===== src/rtl/ball_stepper_pkg.sv =====
// Shared constants, state/direction encodings and helpers for the ball stepper.
package ball_stepper_pkg;

  localparam int BS_X_W        = 8;
  localparam int BS_Y_W        = 7;
  localparam int BS_X_MAX      = 159;
  localparam int BS_Y_MAX      = 119;
  localparam int BS_L_PAD_X    = 4;
  localparam int BS_R_PAD_X    = 155;
  localparam int BS_PAD_H      = 16;
  localparam int BS_START_X    = 80;
  localparam int BS_START_Y    = 60;
  localparam int BS_HOLD_STEPS = 32;

  localparam logic DIR_LEFT  = 1'b0;
  localparam logic DIR_UP    = 1'b0;
  localparam logic DIR_RIGHT = 1'b1;
  localparam logic DIR_DOWN  = 1'b1;

  typedef enum logic [1:0] {
    S_IDLE   = 2'd0,
    S_MOVE   = 2'd1,
    S_SCORED = 2'd2
  } state_t;

  function automatic logic [1:0] sat_inc2(input logic [1:0] v);
    return (v == 2'd3) ? 2'd3 : v + 2'd1;
  endfunction

endpackage


===== src/rtl/ball_stepper_rise_edge_det.sv =====
// Rising-edge detector: one flop plus gate; the flop tracks d regardless of en.
module rise_edge_det (
  input  logic i_clk,
  input  logic i_reset,
  input  logic i_en,
  input  logic i_d,
  output logic o_pulse
);

  logic r_q;

  // previous-sample register
  always_ff @(posedge i_clk) begin
    if (i_reset) begin
      r_q <= 1'b0;
    end else begin
      r_q <= i_d;
    end
  end

  assign o_pulse = i_d & ~r_q & i_en;

endmodule


===== src/rtl/ball_stepper.sv =====
// Ball position stepper: moves the ball one pixel per timer period, bounces, scores.
// Optional macro BALL_SPEEDUP_EN enables the paddle-hit speed selector.
module ball_stepper
  import ball_stepper_pkg::*;
#(
  parameter int X_W        = BS_X_W,
  parameter int Y_W        = BS_Y_W,
  parameter int X_MAX      = BS_X_MAX,
  parameter int Y_MAX      = BS_Y_MAX,
  parameter int L_PAD_X    = BS_L_PAD_X,
  parameter int R_PAD_X    = BS_R_PAD_X,
  parameter int PAD_H      = BS_PAD_H,
  parameter int START_X    = BS_START_X,
  parameter int START_Y    = BS_START_Y,
  parameter int HOLD_STEPS = BS_HOLD_STEPS
) (
  input  logic           i_clk,
  input  logic           i_reset,
  input  logic           i_time_up,
  input  logic           i_enable,
  input  logic           i_serve,
  input  logic           i_serve_dir,
  input  logic [Y_W-1:0] i_pad_l_y,
  input  logic [Y_W-1:0] i_pad_r_y,
  output logic [X_W-1:0] o_ball_x,
  output logic [Y_W-1:0] o_ball_y,
  output logic           o_moving,
  output logic           o_step,
  output logic           o_score_l,
  output logic           o_score_r,
  output logic [1:0]     o_speed_sel
);

  localparam int HOLD_W = (HOLD_STEPS > 1) ? $clog2(HOLD_STEPS) : 1;
  localparam int YE_W   = Y_W + 1;

  state_t              r_state, w_state_nxt;
  logic [X_W-1:0]      r_x, w_x_nxt;
  logic [Y_W-1:0]      r_y, w_y_nxt;
  logic                r_dx, w_dx_nxt, r_dy, w_dy_nxt;
  logic [HOLD_W-1:0]   r_hold, w_hold_nxt;
  logic                r_moving, r_step, r_score_l, r_score_r;
  logic                w_edge, w_hit, w_step_out, w_score_l, w_score_r;
  logic                w_in_pad_l, w_in_pad_r;
  logic [YE_W-1:0]     w_y_ext, w_pad_l_bot, w_pad_r_bot;

  rise_edge_det u_tu_edge (
    .i_clk   (i_clk),
    .i_reset (i_reset),
    .i_en    (i_enable),
    .i_d     (i_time_up),
    .o_pulse (w_edge)
  );

  // one extra bit keeps pad+PAD_H-1 from wrapping past the bottom row
  assign w_y_ext     = {1'b0, r_y};
  assign w_pad_l_bot = {1'b0, i_pad_l_y} + YE_W'(PAD_H - 1);
  assign w_pad_r_bot = {1'b0, i_pad_r_y} + YE_W'(PAD_H - 1);
  assign w_in_pad_l  = (w_y_ext >= {1'b0, i_pad_l_y}) && (w_y_ext <= w_pad_l_bot);
  assign w_in_pad_r  = (w_y_ext >= {1'b0, i_pad_r_y}) && (w_y_ext <= w_pad_r_bot);

  // next-state and next-position logic
  always_comb begin
    w_state_nxt = r_state;
    w_x_nxt     = r_x;
    w_y_nxt     = r_y;
    w_dx_nxt    = r_dx;
    w_dy_nxt    = r_dy;
    w_hold_nxt  = r_hold;
    w_hit       = 1'b0;
    w_score_l   = 1'b0;
    w_score_r   = 1'b0;
    w_step_out  = w_edge;
    case (r_state)
      S_IDLE: begin
        if (i_serve && i_enable) begin
          w_state_nxt = S_MOVE;
          w_dx_nxt    = i_serve_dir;
          w_dy_nxt    = DIR_DOWN;
          w_step_out  = 1'b0;
        end else begin
          w_x_nxt = X_W'(START_X);
          w_y_nxt = Y_W'(START_Y);
        end
      end
      S_MOVE: begin
        if (w_edge) begin
          if (r_dy == DIR_DOWN) begin
            if (r_y == Y_W'(Y_MAX)) begin
              w_dy_nxt = DIR_UP;
              w_y_nxt  = r_y - Y_W'(1);
            end else begin
              w_y_nxt  = r_y + Y_W'(1);
            end
          end else begin
            if (r_y == Y_W'(0)) begin
              w_dy_nxt = DIR_DOWN;
              w_y_nxt  = r_y + Y_W'(1);
            end else begin
              w_y_nxt  = r_y - Y_W'(1);
            end
          end
          if (r_dx == DIR_RIGHT) begin
            if ((r_x == X_W'(R_PAD_X - 1)) && w_in_pad_r) begin
              w_dx_nxt = DIR_LEFT;
              w_x_nxt  = r_x - X_W'(1);
              w_hit    = 1'b1;
            end else if (r_x == X_W'(X_MAX)) begin
              w_score_l   = 1'b1;
              w_state_nxt = S_SCORED;
            end else begin
              w_x_nxt = r_x + X_W'(1);
            end
          end else begin
            if ((r_x == X_W'(L_PAD_X + 1)) && w_in_pad_l) begin
              w_dx_nxt = DIR_RIGHT;
              w_x_nxt  = r_x + X_W'(1);
              w_hit    = 1'b1;
            end else if (r_x == X_W'(0)) begin
              w_score_r   = 1'b1;
              w_state_nxt = S_SCORED;
            end else begin
              w_x_nxt = r_x - X_W'(1);
            end
          end
        end else begin
          w_state_nxt = r_state;
        end
      end
      S_SCORED: begin
        if (w_edge) begin
          if (r_hold == HOLD_W'(HOLD_STEPS - 1)) begin
            w_hold_nxt  = HOLD_W'(0);
            w_x_nxt     = X_W'(START_X);
            w_y_nxt     = Y_W'(START_Y);
            w_state_nxt = S_IDLE;
          end else begin
            w_hold_nxt = r_hold + HOLD_W'(1);
          end
        end else begin
          w_hold_nxt = r_hold;
        end
      end
      default: begin
        w_state_nxt = S_IDLE;
      end
    endcase
  end

  // state, position and pulse registers
  always_ff @(posedge i_clk) begin
    if (i_reset) begin
      r_state   <= S_IDLE;
      r_x       <= X_W'(START_X);
      r_y       <= Y_W'(START_Y);
      r_dx      <= DIR_LEFT;
      r_dy      <= DIR_DOWN;
      r_hold    <= HOLD_W'(0);
      r_moving  <= 1'b0;
      r_step    <= 1'b0;
      r_score_l <= 1'b0;
      r_score_r <= 1'b0;
    end else begin
      r_state   <= w_state_nxt;
      r_x       <= w_x_nxt;
      r_y       <= w_y_nxt;
      r_dx      <= w_dx_nxt;
      r_dy      <= w_dy_nxt;
      r_hold    <= w_hold_nxt;
      r_moving  <= (w_state_nxt == S_MOVE);
      r_step    <= w_step_out;
      r_score_l <= w_score_l;
      r_score_r <= w_score_r;
    end
  end

`ifdef BALL_SPEEDUP_EN
  logic [1:0] r_speed;

  // paddle-hit speed selector, cleared when a point is scored
  always_ff @(posedge i_clk) begin
    if (i_reset) begin
      r_speed <= 2'd0;
    end else if ((w_state_nxt == S_SCORED) && (r_state != S_SCORED)) begin
      r_speed <= 2'd0;
    end else if (w_hit) begin
      r_speed <= sat_inc2(r_speed);
    end else begin
      r_speed <= r_speed;
    end
  end

  assign o_speed_sel = r_speed;
`else
  logic w_unused_hit;
  assign w_unused_hit = w_hit;
  assign o_speed_sel  = 2'd0;
`endif

  assign o_ball_x  = r_x;
  assign o_ball_y  = r_y;
  assign o_moving  = r_moving;
  assign o_step    = r_step;
  assign o_score_l = r_score_l;
  assign o_score_r = r_score_r;

endmodule


===== config.mk =====
export PLATFORM = sky130hd
export DESIGN_NAME = ball_stepper
export DESIGN_NICKNAME = d
export VERILOG_FILES = /design/src/rtl/ball_stepper_pkg.sv /design/src/rtl/ball_stepper_rise_edge_det.sv /design/src/rtl/ball_stepper.sv
export SDC_FILE = /design/constraint.sdc
export NUM_CORES = 1
export LEC_CHECK = 0
export ABC_AREA = 1
export CAP_MARGIN = 20
export CORE_ASPECT_RATIO = 1.75
export CORE_UTILIZATION = 45
export CTS_CLUSTER_DIAMETER = 100
export CTS_CLUSTER_SIZE = 10
export DETAILED_ROUTE_END_ITERATION = 8
export PLACE_DENSITY_LB_ADDON = 0.15
export SKIP_CTS_REPAIR_TIMING = 1
export SLEW_MARGIN = 5
export SYNTH_ARGS = -nofsm -noshare
export SYNTH_HDL_FRONTEND = slang
export SYNTH_SLANG_ARGS = --single-unit

===== constraint.sdc =====
create_clock -name i_clk -period 2.7 [get_ports i_clk]
set_input_delay 0.405 -clock i_clk [delete_from_list [all_inputs] [get_ports i_clk]]
set_output_delay 0.405 -clock i_clk [all_outputs]
set_load 0.03 [all_outputs]

==> metrics.md <==
| Metric | Value |
|---|---|
| Status | `finished, final reports clean` |
| Final GP Congestion | `0.925` |
| CP delay by family, top | `simple AND/OR/NAND/NOR gates` |
| Reg-to-Reg End | `r_dx$_SDFFE_PP0P_` |
| Final period util | `0.904` |
| Crit path cell chain | `clkdlybuf4s50_1, inv_1, ha_1, nand3_2, nand3_1, xor2_1, ha_1, nand3_1, nor3_2, nor2_1, nand2_2, nand3_2, nand2_4, nand2_2, o21ai_1, a21oi_1` |
| # IOs | `41` |
| Global-route wire length before repair | `12500 um` |
| Maximum vdd drop | `0.000314 V` |
| Crit path capture type | `register` |
| Layout Nets | `535` |
| Slowest CP cell | `clkdlybuf4s50_1` |
| Vias | `2882` |
| Leakage | `1.59 nW` |
| Starting Density | `0.464` |
| Buf/Inv on CP | `2` |
| CTS tree | `done` |
| ANT cells | `0` |
| H-Tree Depth | `2` |
| Final wirelength | `7320 um` |
| Die Wd | `62.3 um` |
| Fmax | `410 MHz` |
| Register area share after synthesis | `0.202` |
| Synthesized area | `2870 um^2` |
| Fillcell total | `604` |
| Share of layout cells above drive strength 1 | `0.143` |
| Worst EP arrival | `2.61 ns` |
| Most common cell in the netlist | `nand2_1` |
| Multi-input logic area | `2060 um^2` |
| Starting DRT DRC Count | `103` |
| Distinct cells, synth | `37` |
| Share of the synthesized area in the top cell type | `0.202` |
| Asr flop ratio synth | `0` |
| DR pass1 iterations | `4` |
| Worst-Margin Slew | `0.518 ns` |
| EDFF count, synth | `0` |
| PD cells | `377 nW/um^2` |
| Largest net degree at the start of global routing | `16` |
| Clock Sinks | `29` |
| Number of synthesized register bits | `29` |
| Fin. max-slew vios | `0` |
| Area after DPL | `3420 um^2` |
| Dpl hpwl | `5690 um` |
| Worst setup path end | `r_dx$_SDFFE_PP0P_` |
| Via-per-instance ratio | `5.17` |
| Crit Path Class | `in2reg` |
| Final min period | `2.44 ns` |
| Final hold vios | `0` |
| FF-to-FF path depth | `9` |
| Total track usage | `0.237` |
| # setup viols final | `0` |
| Clock transition at the registers of the reported paths | `0.07 ns` |
| Die area | `6710 um^2` |
| Synthesis Warnings | `0` |
| Worst hold-check path type | `reg2reg` |
| Slew HR | `0.654` |
| Num CTS Buffers | `5` |
| WL per Instance | `13.1 um` |
| Worst-path maximum fanout | `4` |
| Final Core Density | `0.578` |
| Port bufs | `38` |
| GR Overflow Total | `0` |
| Pwr Total | `1.35 mW` |
| Final setup skew | `0.00702 ns` |
| Finished Cell Area | `3570 um^2` |
| Chip height | `108 um` |
| Rows | `38` |
| Core Footprint | `6180 um^2` |
| Top post-synthesis cells by area | `dfxtp_1, ha_1, nand2_1, inv_1, nand3_1` |
| Startpoint Class | `input pin` |
| CP required | `2.87 ns` |
| Crit. Startpoint | `i_pad_r_y[0]` |
| Main flop type after synthesis | `dfxtp_1` |
| Seq. cell area | `581 um^2` |
| R2r setup slk | `0.63 ns` |
| Clock Tree Buf Depth | `2` |
| Worst R2R Start | `o_ball_y[2]$_SDFFE_PP1P_` |
| Max_cap viols | `0` |
| Post-route antenna net violation count | `0` |
| Root buffer cell | `clkbuf_8` |
| Commonest cells in the netlist | `nand2_1, inv_1, nor2_1` |
| DRC errors left | `0` |
| Worst path max stage delay | `0.48 ns` |
| Area grow syn2layout | `24.6%` |
| Syn_area_per_cell | `6.81 um^2` |
| Syn Inst Count | `421` |
| Largest area contributor in the netlist | `dfxtp_1` |
| Vias in the first global route | `2944` |
| Levels on crit path | `16` |
| Initial antenna violation count | `0` |
| Skew-Pair Late Insertion Delay | `0.29 ns` |
sequential cells by signal (all words and copies together), names as in the netlist:
register       flops
o_ball_x           8
o_ball_y           7
o_moving           1
o_score_l          1
o_score_r          1
o_step             1
r_dx               1
r_dy               1
r_hold             5
r_state            2
u_tu_edge.r_q      1
per-stage QoR:
step	instances	hold slack [ns]	TNS [ns]	setup WS, ns
after floorplan	422	0.462	0	0.542
after global placement	549	0.474	-0.140	-0.0537
after detailed placement	549	0.504	-0.319	-0.105
after CTS	557	0.518	0	0.182
after global routing	557	0.546	-0.0329	-0.0200
final	557	0.514	0	0.259
how the worst min path moves through the flow:
stage,depth (start not counted),end,start,slack (ns)
after detailed placement,2,r_hold[4]$_SDFFE_PP0P_,r_hold[4]$_SDFFE_PP0P_,0.50
final,2,r_hold[4]$_SDFFE_PP0P_,r_hold[4]$_SDFFE_PP0P_,0.51
after global placement,2,r_hold[4]$_SDFFE_PP0P_,r_hold[4]$_SDFFE_PP0P_,0.47
after floorplan,2,r_hold[4]$_SDFFE_PP0P_,r_hold[4]$_SDFFE_PP0P_,0.46
after global routing,2,r_hold[4]$_SDFFE_PP0P_,r_hold[4]$_SDFFE_PP0P_,0.55
after CTS,2,r_hold[4]$_SDFFE_PP0P_,r_hold[4]$_SDFFE_PP0P_,0.52
per-layer routing:
metal	track usage	wire (um)	up-vias
li1	-	-	1498
met1	0.233	2840	1280
met2	0.453	3870	71
met3	0.0275	211	33
met4	0.164	391	0
met5	0	0	-
logic make-up (layout without fill, tap and decap cells):
group,Yosys count,after routing,synth area share
other,1,2,0.00131
adders and majority gates,39,39,0.170
xor gates and xnor gates,21,21,0.0641
buffers and inverters,68,123,0.0995
DFF,29,29,0.202
AOI/OAI and AO/OA,65,65,0.137
and+or+nand+nor,198,198,0.325
power breakdown:
part           switching (mW)  total (mW)  internal (mW)
sequential             0.0386       0.485          0.446
clock                   0.178       0.408          0.230
combinational           0.264       0.453          0.189
worst register-to-register path, delay by kind of cell (launching register included):
kind / cells / cell delay [ns]
AOI/OAI and AO/OA: 4 / 0.42
adders and majority gates: 1 / 0.36
and+or+nand+nor: 4 / 0.52
DFF: 1 / 0.65
cells in the final DEF, fill, tap and decap left out, drive strengths merged, types with 3 or more instances in the layout:
master         count
a21oi             24
clkinv             3
clkbuf             7
nor3               9
buf               17
o21a               3
ha                39
inv               58
xnor2              4
nand3             40
xor2              17
dfxtp             29
o211ai             5
nand4              9
nand2             85
o21ai             27
nor2              52
clkdlybuf4s50     38
area by class of cell:
cell class,instances,share of cell area
sequential,29,0.163
clock inverter,1,0.00140
inverter,60,0.0630
multi-input combinational,325,0.576
clock buffer,7,0.0270
timing repair buffer,55,0.142
tap,80,0.0280
Note: power is estimated with default switching activity, not from simulation.
